**src/rtl/ram_refresh_pkg.sv**
```systemverilog
// ram_refresh_ctl shared state encoding, timing defaults and counter width.
package ram_refresh_pkg;
  localparam int CNT_W = 3;
  localparam int RAS_CYC_DEF = 4;
  localparam int RP_CYC_DEF = 2;
  localparam int REF_CYC_DEF = 3;

  typedef enum logic [2:0] {
    IDLE,
    ACC_ROW,
    ACC_COL,
    ACC_CAS,
    REF_CAS,
    REF_RAS,
    PRE
  } state_t;

  function automatic logic [CNT_W-1:0] cnt_ld(input int n);
    return n[CNT_W-1:0];
  endfunction
endpackage

```
**src/rtl/sync2.sv**
```systemverilog
// Two-flop synchronizer with asynchronous active-low reset.
module sync2 (
  input  logic i_clk,
  input  logic i_rst_n,
  input  logic i_d,
  output logic o_q
);
  logic r_q1;
  logic r_q2;

  always_ff @(posedge i_clk or negedge i_rst_n) begin
    if (!i_rst_n) begin
      r_q1 <= 1'b0;
      r_q2 <= 1'b0;
    end else begin
      r_q1 <= i_d;
      r_q2 <= r_q1;
    end
  end

  assign o_q = r_q2;
endmodule

```
**src/rtl/ram_refresh_ctl.sv**
```systemverilog
// DRAM access / CAS-before-RAS refresh sequencer in the FCLK domain.
// Define REF_MISS_EN to add the RefMiss overrun counter output.
module ram_refresh_ctl
  import ram_refresh_pkg::*;
#(
  parameter int RAS_CYC = RAS_CYC_DEF,
  parameter int RP_CYC  = RP_CYC_DEF,
  parameter int REF_CYC = REF_CYC_DEF
) (
  input  logic       FCLK,
  input  logic       nRES,
  input  logic       RefReq,
  input  logic       RefUrgent,
  input  logic       BACT,
  input  logic       RAMCS,
  input  logic       nUDS,
  input  logic       nLDS,
  output logic       nRAS,
  output logic       nCASH,
  output logic       nCASL,
  output logic       RASEL,
  output logic       RAMReady,
  output logic       RefDone
`ifdef REF_MISS_EN
  ,
  output logic [3:0] RefMiss
`endif
);
  localparam logic [CNT_W-1:0] L_ONE = cnt_ld(1);
  localparam logic [CNT_W-1:0] L_CAS = cnt_ld(RAS_CYC - 2);
  localparam logic [CNT_W-1:0] L_REF = cnt_ld(REF_CYC);
  localparam logic [CNT_W-1:0] L_RP  = cnt_ld(RP_CYC);

  state_t           r_state;
  state_t           w_nxt;
  logic [CNT_W-1:0] r_cnt;
  logic [CNT_W-1:0] w_cnt_nxt;
  logic             r_pend;
  logic             r_req_d;
  logic             r_served;
  logic             r_done;
  logic             w_req_s;
  logic             w_urg_s;
  logic             w_rise;
  logic             w_acc_req;
  logic             w_last;
  logic             w_ras_n;
  logic             w_cash_n;
  logic             w_casl_n;
  logic             w_rasel;
  logic             w_ready;
  logic             w_done;

  sync2 u_sync_req (
    .i_clk  (FCLK),
    .i_rst_n(nRES),
    .i_d    (RefReq),
    .o_q    (w_req_s)
  );

  sync2 u_sync_urg (
    .i_clk  (FCLK),
    .i_rst_n(nRES),
    .i_d    (RefUrgent),
    .o_q    (w_urg_s)
  );

  assign w_rise    = w_req_s & ~r_req_d;
  assign w_acc_req = BACT & RAMCS & ~r_served;
  assign w_last    = (r_cnt == L_ONE);

  always_comb begin
    w_nxt     = r_state;
    w_cnt_nxt = w_last ? L_ONE : r_cnt - L_ONE;
    w_ras_n   = 1'b1;
    w_cash_n  = 1'b1;
    w_casl_n  = 1'b1;
    w_rasel   = 1'b1;
    w_ready   = 1'b0;
    w_done    = 1'b0;
    unique case (r_state)
      IDLE: begin
        // an overdue refresh outranks a waiting CPU access
        if (r_pend & w_urg_s) w_nxt = REF_CAS;
        else if (w_acc_req) w_nxt = ACC_ROW;
        else if (r_pend) w_nxt = REF_CAS;
        w_cnt_nxt = L_ONE;
      end
      ACC_ROW: begin
        w_ras_n   = 1'b0;
        w_nxt     = ACC_COL;
        w_cnt_nxt = L_ONE;
      end
      ACC_COL: begin
        w_ras_n   = 1'b0;
        w_rasel   = 1'b0;
        w_nxt     = ACC_CAS;
        w_cnt_nxt = L_CAS;
      end
      ACC_CAS: begin
        w_ras_n  = 1'b0;
        w_rasel  = 1'b0;
        w_cash_n = nUDS;
        w_casl_n = nLDS;
        if (w_last) begin
          w_ready   = 1'b1;
          w_nxt     = PRE;
          w_cnt_nxt = L_RP;
        end
      end
      REF_CAS: begin
        w_cash_n  = 1'b0;
        w_casl_n  = 1'b0;
        w_nxt     = REF_RAS;
        w_cnt_nxt = L_REF;
      end
      REF_RAS: begin
        w_ras_n  = 1'b0;
        w_cash_n = 1'b0;
        w_casl_n = 1'b0;
        if (w_last) begin
          w_done    = 1'b1;
          w_nxt     = PRE;
          w_cnt_nxt = L_RP;
        end
      end
      PRE: begin
        if (w_last) w_nxt = IDLE;
      end
      default: w_nxt = IDLE;
    endcase
  end

  always_ff @(posedge FCLK or negedge nRES) begin
    if (!nRES) begin
      r_state  <= IDLE;
      r_cnt    <= L_ONE;
      r_pend   <= 1'b0;
      r_req_d  <= 1'b0;
      r_served <= 1'b0;
      r_done   <= 1'b0;
    end else begin
      r_state <= w_nxt;
      r_cnt   <= w_cnt_nxt;
      r_req_d <= w_req_s;
      r_done  <= w_done;
      if (w_rise) r_pend <= 1'b1;
      else if (r_done) r_pend <= 1'b0;
      if (!BACT) r_served <= 1'b0;
      else if (w_ready) r_served <= 1'b1;
    end
  end

`ifdef REF_MISS_EN
  logic [3:0] r_miss;

  always_ff @(posedge FCLK or negedge nRES) begin
    if (!nRES) begin
      r_miss <= 4'd0;
    end else if (w_rise & r_pend & ~r_done & (r_miss != 4'd15)) begin
      r_miss <= r_miss + 4'd1;
    end
  end

  assign RefMiss = r_miss;
`endif

  assign nRAS     = w_ras_n;
  assign nCASH    = w_cash_n;
  assign nCASL    = w_casl_n;
  assign RASEL    = w_rasel;
  assign RAMReady = w_ready;
  assign RefDone  = r_done;
endmodule
```
**config.mk**
```make
export PLATFORM = sky130hd
export DESIGN_NAME = ram_refresh_ctl
export DESIGN_NICKNAME = d
export VERILOG_FILES = /design/src/rtl/ram_refresh_pkg.sv /design/src/rtl/sync2.sv /design/src/rtl/ram_refresh_ctl.sv
export SDC_FILE = /design/constraint.sdc
export NUM_CORES = 1
export LEC_CHECK = 0
export CAP_MARGIN = 20
export CORE_UTILIZATION = 42
export CTS_CLUSTER_SIZE = 28
export DETAILED_ROUTE_END_ITERATION = 8
export PLACE_DENSITY_LB_ADDON = 0.08
export SLEW_MARGIN = 15
export SYNTH_ARGS = -nofsm -noshare
export SYNTH_HDL_FRONTEND = slang
export SYNTH_SLANG_ARGS = --single-unit
```
**constraint.sdc**
```tcl
create_clock -name FCLK -period 1.42 [get_ports FCLK]
set_input_delay 0.213 -clock FCLK [delete_from_list [all_inputs] [get_ports FCLK]]
set_output_delay 0.213 -clock FCLK [all_outputs]
set_load 0.01 [all_outputs]
```
Word-level counts from Yosys, hierarchy flattened
Index checks and enable logic that the tools add are counted.
{ "word_totals": {"ramBits": 0, "mem_count": 0, "rom_bits": 0, "out_inout_bits": 6, "in_bits": 8, "latchBits": 0, "reg_bits": 14} }
{ "classes": {"bitwise_logic": 6, "n_addsub": 1, "magnitude_cmp": 0, "shifts": 0, "mul": 0, "mux": 20, "reduce_logical": 8, "div": 0, "eq_ne": 11} }
{ "op_table": {"columns": ["operator", "count"], "rows": [
  ["2-to-1 mux 3 bit", 7],
  ["case mux 3 bit (6 select lines)", 1],
  ["case mux 3 bit (4 select lines)", 1],
  ["equality test 3 bit, second input constant", 3],
  ["2-to-1 mux 1 bit", 9],
  ["OR reduction 2 bit", 4],
  ["equality test 3 x 1 -> 1 bit, second input constant", 2],
  ["equality test 3 x 2 -> 1 bit, second input constant", 2],
  ["bitwise AND 1 bit", 4],
  ["inequality test 2 x 1 -> 1 bit, second input constant", 2],
  ["inequality test 4 bit, second input constant", 1],
  ["case mux 1 bit (2 select lines)", 2],
  ["OR reduction 4 bit", 1],
  ["zero test 3 bit", 1],
  ["AND reduction 3 bit", 1],
  ["subtractor 3 x 1 -> 3 bit, second input constant", 1],
  ["inequality test 2 bit, second input constant", 1],
  ["inverter 1 bit", 2],
  ["nonzero test 2 bit", 1]
]} }

Logic depth before layout (Yosys ltp)
{ "logic_depth": {"depth_word": 5, "depth_mapped": 5} }

By module
From an unflattened synthesis, not the netlist that was laid out.
{ "hier_totals": {"hier_cells": 59, "hier_area_um2": 640.6} }
{ "by_module_without_submodules": {"columns": ["mod", "seq_area_each_um2", "area_each_um2", "cells_per_inst", "n_inst"], "rows": [
  ["ram_refresh_ctl", 251.5, 540.5, 55, 1],
  ["sync2", 50.0, 50.0, 2, 2]
]} }

Worst setup path after synthesis
No wires, ideal clock.
{ "synth_timing": {"kind": "register -> register", "startpoint": "register r_state[2]", "endpoint": "register r_state[2]", "arrival_time_ns": 1.320, "path_stages_with_launch": 4, "setup_slack_ns": -0.026, "period_less_slack_ns": 1.446, "required_ns": 1.294, "cell_sequence": "dfrtp_1 buf_6 or4_1 a311o_1"} }
{ "synth_between": {"elab_chain_cells": 4, "word_cells_on_any_way": 13, "cone_classes": "eq/ne: 9; mux: 1; reduce/logical: 3"} }
{ "synth_lines": {"columns": ["item", "line_no", "rtl"], "rows": [
  ["start: declaration", "ram_refresh_ctl.sv:34", "state_t r_state;"],
  ["start signal: assignment", "ram_refresh_ctl.sv:143", "r_state <= w_nxt;"],
  ["equality test 3 bit / equality test 3 x 2 -> 1 bit (equally long branches)", "ram_refresh_ctl.sv:81", "unique case (r_state)"],
  ["OR reduction 2 bit (no source line)", null, null],
  ["inequality test 2 x 1 -> 1 bit (no source line)", null, null],
  ["AND reduction 3 bit (no source line)", null, null]
]} }
Several ways; a longest one is shown, not always the timed one.
A chain may end at the register's enable or synchronous reset.

Final worst setup path
{ "layout_timing": {"startpoint": "register r_cnt[0]", "endpoint": "output RAMReady"} }
{ "layout_between": {"elab_chain_cells": 3} }
{ "layout_lines": {"columns": ["item", "line_no", "rtl"], "rows": [
  ["start: declaration", "ram_refresh_ctl.sv:36", "logic [CNT_W-1:0] r_cnt;"],
  ["start signal: assignment", "ram_refresh_ctl.sv:144", "r_cnt <= w_cnt_nxt;"],
  ["equality test 3 x 1 -> 1 bit", "ram_refresh_ctl.sv:70", "assign w_last = (r_cnt == L_ONE);"],
  ["2-to-1 mux 1 bit", "ram_refresh_ctl.sv:105", "if (w_last) begin"],
  ["2-to-1 mux 1 bit", "ram_refresh_ctl.sv:81", null],
  ["end: declaration", "ram_refresh_ctl.sv:22", "output logic RAMReady,"]
]} }
Every way passes these cells.

==> results.yml <==
run_status:
  status: "finished with violations"
  violations: "negative setup slack"
sta:
  holdWs_ns: 0.1488
  final-setup-viol-count: 3
  hold_violations: 0
  min_period_ns: 1.485
  relSlewSlack: 0.6816
  worstMarginPinSlew_ns: 0.4656
  rsz0062_at_grt: "yes"
  fin_crit_sh: 1.046
  setup_ws_ns: -0.06491
  fmax_ghz: 0.6734
  clock_skew_ns: 0.001894
  drv_slew: 0
drt:
  drc: 0
  initialDrtViolationCount: 6
  vias: 539
  post_drt_wl_per_cell_microns: 12.76
  totalWireLength_microns: 1340
  drtPass1Iterations: 2
  vias_per_cell: 5.133
  ant_nets: 0
setup_path:
  rr_worst_depth: 5
  crit_required_ns: 1.21
  cp-end-kind: "output pin"
  worst_setup_path_start_kind: "flop"
  arrival_ns: 1.27
  worstPathMaxFanout: 2
  r2r_slack_ns: 0.01
  crit_type: "flop to output pin"
clock_tree:
  clock-sinks: 14
  clk_path_buf_depth: 2
  htree_levels: 1
  cts_root_buffer: "clkbuf_4"
  cts_buffers: 3
  cts_hold_buffers: 0
  clk_latency_ns: 0.28
  post-cts-setup-buffers: 0
  clkSlewWorstSetupHoldPaths_ns: 0.08
  cts_tree: "yes"
finish:
  utilization: 0.7045
  diodes: 0
  layout-drive-gt1-share: 0.3556
  design_area_sq_um: 939.7
  area_growth_pct: 50.80
  fillers: 97
  nets: 101
die:
  die_h_microns: 40.52
  initial_utilization: 0.4672
  die-area_sq_mm: 0.001641
  core_sq_mm: 0.001334
  num_io_pins: 14
  core.rowCount: 13
  die_w_microns: 40.52
global_routing:
  grt_pass1_wl_microns: 2049
  antenna_found_initial: 0
  grt_pass1_vias: 498
  grt_overflow: 0
  grt_max_degree: 11
  grt_util_all_layers: 0.2079
synthesis:
  yosysMostFrequentCell: "dfrtp_1"
  avgSynthCellArea_sq_um: 10.38
  ys_top_cells_by_count: "dfrtp_1 (13), inv_1 (8), nand2_1 (6), o21ai_0 (5), o21a_1 (4)"
  synth_area_sq_um: 623.1
  netlist-cell-type-count: 23
  synthCells: 60
  ys_seq_area_frac: 0.5643
  dominantRegCellSynth: "dfrtp_1"
  synthArstFlopShare: 1.000
  syn_nets: 70
  synth_edf_count: 0
  yosysTopAreaCell: "dfrtp_1"
  ys.warnings.count: 0
  yosys.area.top_type_share: 0.5221
  yosys-top-cells-area: "dfrtp_1 (52%), inv_1 (4.8%), o21a_1 (4.8%), dfstp_2 (4.2%), ha_1 (4.0%)"
  synth_seq_cells: 14
placement:
  placed_area_sq_um: 873.3
  numPortBuffers: 13
  gp_congestion: 0.7519
  dp.final_hpwl_microns: 1018
flow_run:
  cap_violations: 0
power:
  ir_drop_mv: 1.063
  p_leak_uw: 0.0004628
  power_density_mw_per_mm2: 1785
  power_uw: 1677
worst_hold_path:
  hold_path.class: "input pin to asynchronous set/reset pin"
-- cells in the final DEF, fill, tap and decap left out, drive strengths merged --
| cell | Yosys | layout |
|---|---|---|
| o21a | 4 | 4 |
| o22ai | 1 | 1 |
| nand2b | 1 | 1 |
| o21ai | 5 | 5 |
| nor2 | 3 | 3 |
| nand3b | 1 | 1 |
| inv | 8 | 8 |
| dlymetal6s2s | 0 | 1 |
| nor3 | 1 | 1 |
| clkdlybuf4s50 | 0 | 7 |
| buf | 1 | 20 |
| dfrtp | 13 | 13 |
| dfstp | 1 | 1 |
| clkbuf | 2 | 5 |
| o211a | 1 | 1 |
| ha | 2 | 2 |
| a31oi | 1 | 1 |
| a22o | 1 | 1 |
| or4 | 1 | 1 |
| a311o | 1 | 1 |
| nand2 | 6 | 6 |
| a21oi | 2 | 2 |
| a2111oi | 2 | 2 |
| a21boi | 1 | 1 |
| nor2b | 1 | 1 |
-- repair_timing --
item	CTS	global route
setup endpoints to repair	9	10
resized for setup	29	4
pin swaps	5	3
cloned	0	0
-- layout make-up --
class	count	area, sq um	area share
sequential	14	351.6	0.3742
multi-input combinational	35	269.0	0.2863
timing repair buffer	29	234.0	0.2490
clock buffer	4	36.28	0.03862
inverter	8	30.03	0.03196
tap	15	18.77	0.01997
-- where the power goes --
group          internal (uW)  switching (uW)
combinational            445             391
sequential               496            60.7
clock                    156             128
total                   1100             581
-- metrics by stage --
step | setup slack (ns) | cells | setup TNS [ns]
floorplan | 0.03521 | 60 | 0
global placement | -0.2113 | 101 | -0.5903
detailed placement | -0.2358 | 101 | -0.7247
CTS | -0.08351 | 105 | -0.2377
global route | -0.1240 | 105 | -0.4438
finish | -0.06491 | 105 | -0.1851
-- sequential cells by signal, summed over array words and instances, names as in the netlist --
| signal | count |
|---|---|
| r_state | 3 |
| r_pend | 1 |
| RefDone | 1 |
| u_sync_req.o_q | 1 |
| u_sync_req.r_q1 | 1 |
| r_req_d | 1 |
| r_served | 1 |
| u_sync_urg.o_q | 1 |
| u_sync_urg.r_q1 | 1 |
| r_cnt | 3 |
-- critical path, stage by stage (launching register included) --
cell	delay, ns
dfstp_2	0.56
ha_4	0.14
nand2b_4	0.06
nor2_4	0.11
buf_6	0.11
-- cell families after synthesis --
family	share of synthesized area
buf+inv	0.07832
fa+ha+maj	0.04015
simple gates	0.1064
compound gates	0.2109
flops	0.5643
-- per-layer routing --
metal  up-vias  share of wire  GRT usage
li1        267              -          -
met3         2          0.050    0.06667
met4         0         0.0090     0.1250
met1       256           0.46     0.2421
met2        14           0.48     0.3294
met5         -              0          0
-- worst paths after layout --
check / start / end
max: r_cnt[0]$_DFF_PN1_ / RAMReady
min: nRES / r_cnt[2]$_DFF_PN0_
max reg2reg: r_cnt[0]$_DFF_PN1_ / r_state[2]$_DFFE_PN0P_
min reg2reg: u_sync_req.r_q1$_DFF_PN0_ / u_sync_req.o_q$_DFF_PN0_
max in group asynchronous: nRES / r_state[0]$_DFFE_PN0P_
min in group FCLK: u_sync_req.r_q1$_DFF_PN0_ / u_sync_req.o_q$_DFF_PN0_
No activity file was read; power rests on OpenSTA's default activity.
==> RTL edit 1, RTL diff (config.mk and constraints unchanged) <==
Re-encode `state_t` (7 states) as Gray code, 3 bits wide.
--- a/src/rtl/ram_refresh_pkg.sv
+++ b/src/rtl/ram_refresh_pkg.sv
@@ -7,11 +7,11 @@
 
   typedef enum logic [2:0] {
-    IDLE,
-    ACC_ROW,
-    ACC_COL,
-    ACC_CAS,
-    REF_CAS,
-    REF_RAS,
-    PRE
+    IDLE    = 3'b000,
+    ACC_ROW = 3'b001,
+    ACC_COL = 3'b011,
+    ACC_CAS = 3'b010,
+    REF_CAS = 3'b110,
+    REF_RAS = 3'b111,
+    PRE     = 3'b101
   } state_t;
 
Behaviour: no difference found for any inputs over 10 cycles, from zero or initial values; not proved beyond that.
==> RTL edit 1 against the original RTL <==
- the flow still finishes with violations (negative setup slack)
- worst hold slack improved by 0.075 ns
- sequential share of layout area shrank 5.5 points
- count of clock-buffer cells in the layout did not move
- register-to-register slack lost 0.10 ns
- global-route usage decreased by 2.6 points
- die area rose by 11%
- final area increased by 18%
- routed wire length is 32% higher
- final cell count rose by 16%
- sequential cell count unchanged
- worst setup slack got worse by 0.13 ns
- total power grew 41%
- area after synthesis rose by 11%
==> RTL edit 1: results (changes against the original RTL) <==
drt:
  drt_iter0_drc: 10  # +4
  wl_per_cell_um: 14.5  # +14%
  via_count: 611  # +13%
placement:
  dpl_cell_area_sq_um: 905  # +3.6%
  gp_congestion: 0.778  # +3.5%
  dp_cells: 106  # +5.0%
  post-dp-hpwl_um: 987  # -3.1%
  pre_cts_ws_ns: -0.326  # -0.0904 ns
yosys:
  yosys.cell_types.count: 29  # +26%
  netlist_top_cells_area: "dfrtp_1 47%, dfstp_2 3.8%, ha_1 3.6%"
  synthesis.nets: 78  # +11%
  synth_seq_area_share_pct: 50.6  # -5.8 points
setup_path:
  cp_max_fo: 3  # +1
grt:
  grt_pass1_wl_um: 2460  # +20%
  grt_max_degree: 15  # +4
  grt_pass1_vias: 562  # +13%
  grt.total_usage_pct: 18.2  # -2.6 points
  grtUsageMet1_pct: 25.8  # +1.6 points
timing:
  tns_ns: -0.397  # -0.212 ns
  clock_skew_ns: 0.00490  # +0.00300 ns
  setup-violations-final: 5  # +2
  layout_setup_ws_ns: -0.196  # -0.131 ns
  slew_headroom_pct: 87.1  # +19 points
finish:
  multi_input_area_share_pct: 29.7  # +1.1 points
  clk_share_pct: 3.27  # -0.60 points
  drive_gt1_share_pct: 48.1  # +13 points
power_and_ir_drop:
  p_leak_nw: 0.527  # +14%
  internal_power_w: 0.00147  # +34%
  ir_drop_mv: 1.15  # +7.9%
status:
  status: "complete, but fails checks"
  violations: "negative setup slack"
die:
  coreArea_sq_um: 1520  # +14%
## RTL edit 1: changes by cell type after synthesis, sizes merged, moves of 2 or more
cell and change:
o21a -3, nand4bb +2, nor2 +2, nand3 +3, a2111oi -2, nand4 +3
nand2 -4, buf +3, clkbuf -2, xnor2 +2
## RTL edit 1: what timing repair did
action,4_1_cts,5_1_grt
hold endpoints to repair,0,0
setup buffers,11,5
pin swaps,4,9
gates resized for setup,32,19
setup endpoints to repair,5,9
## RTL edit 1: per-layer routing
layer	up-vias	routed length, um
met1	283	790
met2	20	870
met4	0	19
met5	-	0
met3	2	89
li1	306	-
## RTL edit 1: path summary, 6_finish.rpt
| path | slack (ns) | end | from | depth (start not counted) |
|---|---|---|---|---|
| min in group FCLK | 0.35 | u_sync_urg.o_q | u_sync_urg.r_q1 | 0 |
| min reg2reg | 0.35 | u_sync_urg.o_q | u_sync_urg.r_q1 | 0 |
| max reg2reg | -0.09 | r_served | r_cnt[0] | 8 |
| max in group asynchronous | 0.96 | r_cnt[0] | nRES | 2 |
| min | 0.22 | r_cnt[2] | nRES | 2 |
| max | -0.20 | RAMReady | r_cnt[0] | 4 |
## RTL edit 1: power groups by stage
stage | logic, W | clock network [W] | registers, W
finish | 0.00143 | 0.000290 | 0.000643
global route | 0.00154 | 0.000313 | 0.000651
CTS | 0.00121 | 0.000295 | 0.000608
detailed placement | 0.00104 | 0 | 0.000626
global placement | 0.00103 | 0 | 0.000627
floorplan | 0.000675 | 0 | 0.000580
## RTL edit 1: cells by family after synthesis
kind of cell    synth area share [%]
compound gates                  11.7
xor+xnor                        2.52
simple gates                    20.2
buf+inv                         9.73
fa+ha+maj                       5.22
flops                           50.6
==> RTL edit 2, RTL diff (config.mk and constraints unchanged) <==
Made on the original files. The package constant `CNT_W` goes from 3 to 5.
--- a/src/rtl/ram_refresh_pkg.sv
+++ b/src/rtl/ram_refresh_pkg.sv
@@ -1,5 +1,5 @@
 // ram_refresh_ctl shared state encoding, timing defaults and counter width.
 package ram_refresh_pkg;
-  localparam int CNT_W = 3;
+  localparam int CNT_W = 5;
   localparam int RAS_CYC_DEF = 4;
   localparam int RP_CYC_DEF = 2;
Function: same outputs for any inputs over 10 cycles, from zero or initial values; that may be too few to reach the edited logic, so the function may still have changed.
==> RTL edit 2 against the original RTL <==
- the flow still finishes with violations (negative setup slack)
- area after synthesis increased by 20%
- final area increased by 28%
- routed wire length increased by 39%
- clock power decreased by 13%
- total power increased by 41%
- sequential power increased by 20%
- sequential cell count increased by 2
- worst setup slack got worse by 0.50 ns
- die area increased by 19%
- highest routed layer unchanged
==> RTL edit 2: results (changes against the original RTL) <==
status:
  status: "complete, but fails checks"
  violations: "negative setup slack"
drt:
  met2_length_um: 932  # +44%
  dr.pass1.iters: 5  # +3
  totalWireLength_um: 1860  # +39%
  drt_iter0_drc: 9  # +3
  viasPerCell: 5.46  # +6.3%
timing:
  setup-violations-final: 13  # +10
  tns_ns: -2.67  # -2.49 ns
  clock_skew_ns: 0.00140  # -0.000496 ns
  slew_headroom_pct: 73.6  # +5.5 points
  layout_setup_ws_ns: -0.567  # -0.502 ns
power_and_ir_drop:
  internal_power_w: 0.00150  # +37%
  pg_clk_w: 0.000249  # -13%
  p_leak_nw: 0.577  # +25%
  pwr-share-seq_pct: 28.1  # -5.1 points
finish:
  reg.largest.list: "r_cnt x5, r_state x3"
  buffer_area_share_pct: 28.0  # +3.1 points
  num-nonclk-inverters: 6  # -2
  clk_share_pct: 2.19  # -1.7 points
  regArea_sq_um: 402  # +14%
  nMultiInputCombCells: 41  # +17%
  drive_gt1_share_pct: 46.2  # +11 points
  buffers_excl_clock: 39  # +34%
cts:
  cts_num_sinks: 16  # +2
grt:
  grt.total_usage_pct: 19.8  # -0.96 points
  grt_use_met3_pct: 8.57  # +1.9 points
  grtUsageMet1_pct: 23.4  # -0.79 points
yosys:
  yosys-top-cells-count: "15 x dfrtp_1, 6 x inv_1, 5 x nor2_1"
  synthAdderAreaFrac_pct: 3.36  # -0.66 points
  synthesis.nets: 76  # +8.6%
  synth_compound_area_share_pct: 19.8  # -1.3 points
  synth_seq_area_share_pct: 53.9  # -2.6 points
  yosys.cell_types.count: 33  # +43%
  netlist_top_cells_area: "dfrtp_1 50%, dfstp_2 3.5%, o31a_1 3.5%"
  avgSynthCellArea_sq_um: 11.3  # +8.8%
die:
  rows: 14  # +1
placement:
  dp_cells: 109  # +7.9%
  dpl_cell_area_sq_um: 1020  # +17%
setup_path:
  cp.arrival_ns: 1.77  # +0.50 ns
  cp_top_family: "simple AND/OR/NAND/NOR gates"
RTL edit 2: changes by cell type in the layout (fill, tap and decap cells not counted), moves of 3 or more:
cell     change
inv_1        -3
o31a_1       +3
buf_6        +7
o21a_1       -3
o21ai_0      -4
buf_4        +3
nor2_1       +3
nand2_1      -3
RTL edit 2: path summary, 6_finish.rpt:
| check | slack [ns] | start | endpoint | cells past startpoint |
|---|---|---|---|---|
| setup / recovery | -0.57 | r_cnt[0] | RAMReady | 4 |
| hold / removal | 0.23 | nRES | u_sync_req.r_q1 | 2 |
| setup reg to reg | -0.52 | r_cnt[0] | r_cnt[1] | 7 |
| hold reg to reg | 0.36 | u_sync_urg.r_q1 | u_sync_urg.o_q | 0 |
| max in group asynchronous | 0.95 | nRES | r_cnt[0] | 2 |
| min in group FCLK | 0.36 | u_sync_urg.r_q1 | u_sync_urg.o_q | 0 |
RTL edit 2: repair_timing:
item | CTS | global route
pin swaps | 6 | 4
gates resized for setup | 32 | 12
endpoints found under the setup margin | 13 | 16
hold buffers | 0 | 0
buffers inserted | 7 | 4
RTL edit 2: worst register-to-register path, stage by stage (launching register included):
cell and delay [ns]:
dfstp_2 0.57, ha_4 0.14, or4b_4 0.50, buf_4 0.16, buf_6 0.10, buf_6 0.10, a22oi_2 0.17, o22a_1 0.16
RTL edit 2: stage by stage:
stage	utilization, %	hold WS, ns	total power (W)
2_1_floorplan	-	-0.0826	0.00125
3_3_place_gp	64.9	0.337	0.00171
3_5_place_dp	64.9	0.337	0.00173
4_1_cts	72.5	0.237	0.00218
5_1_grt	76.0	0.243	0.00251
6_report	76.0	0.228	0.00236
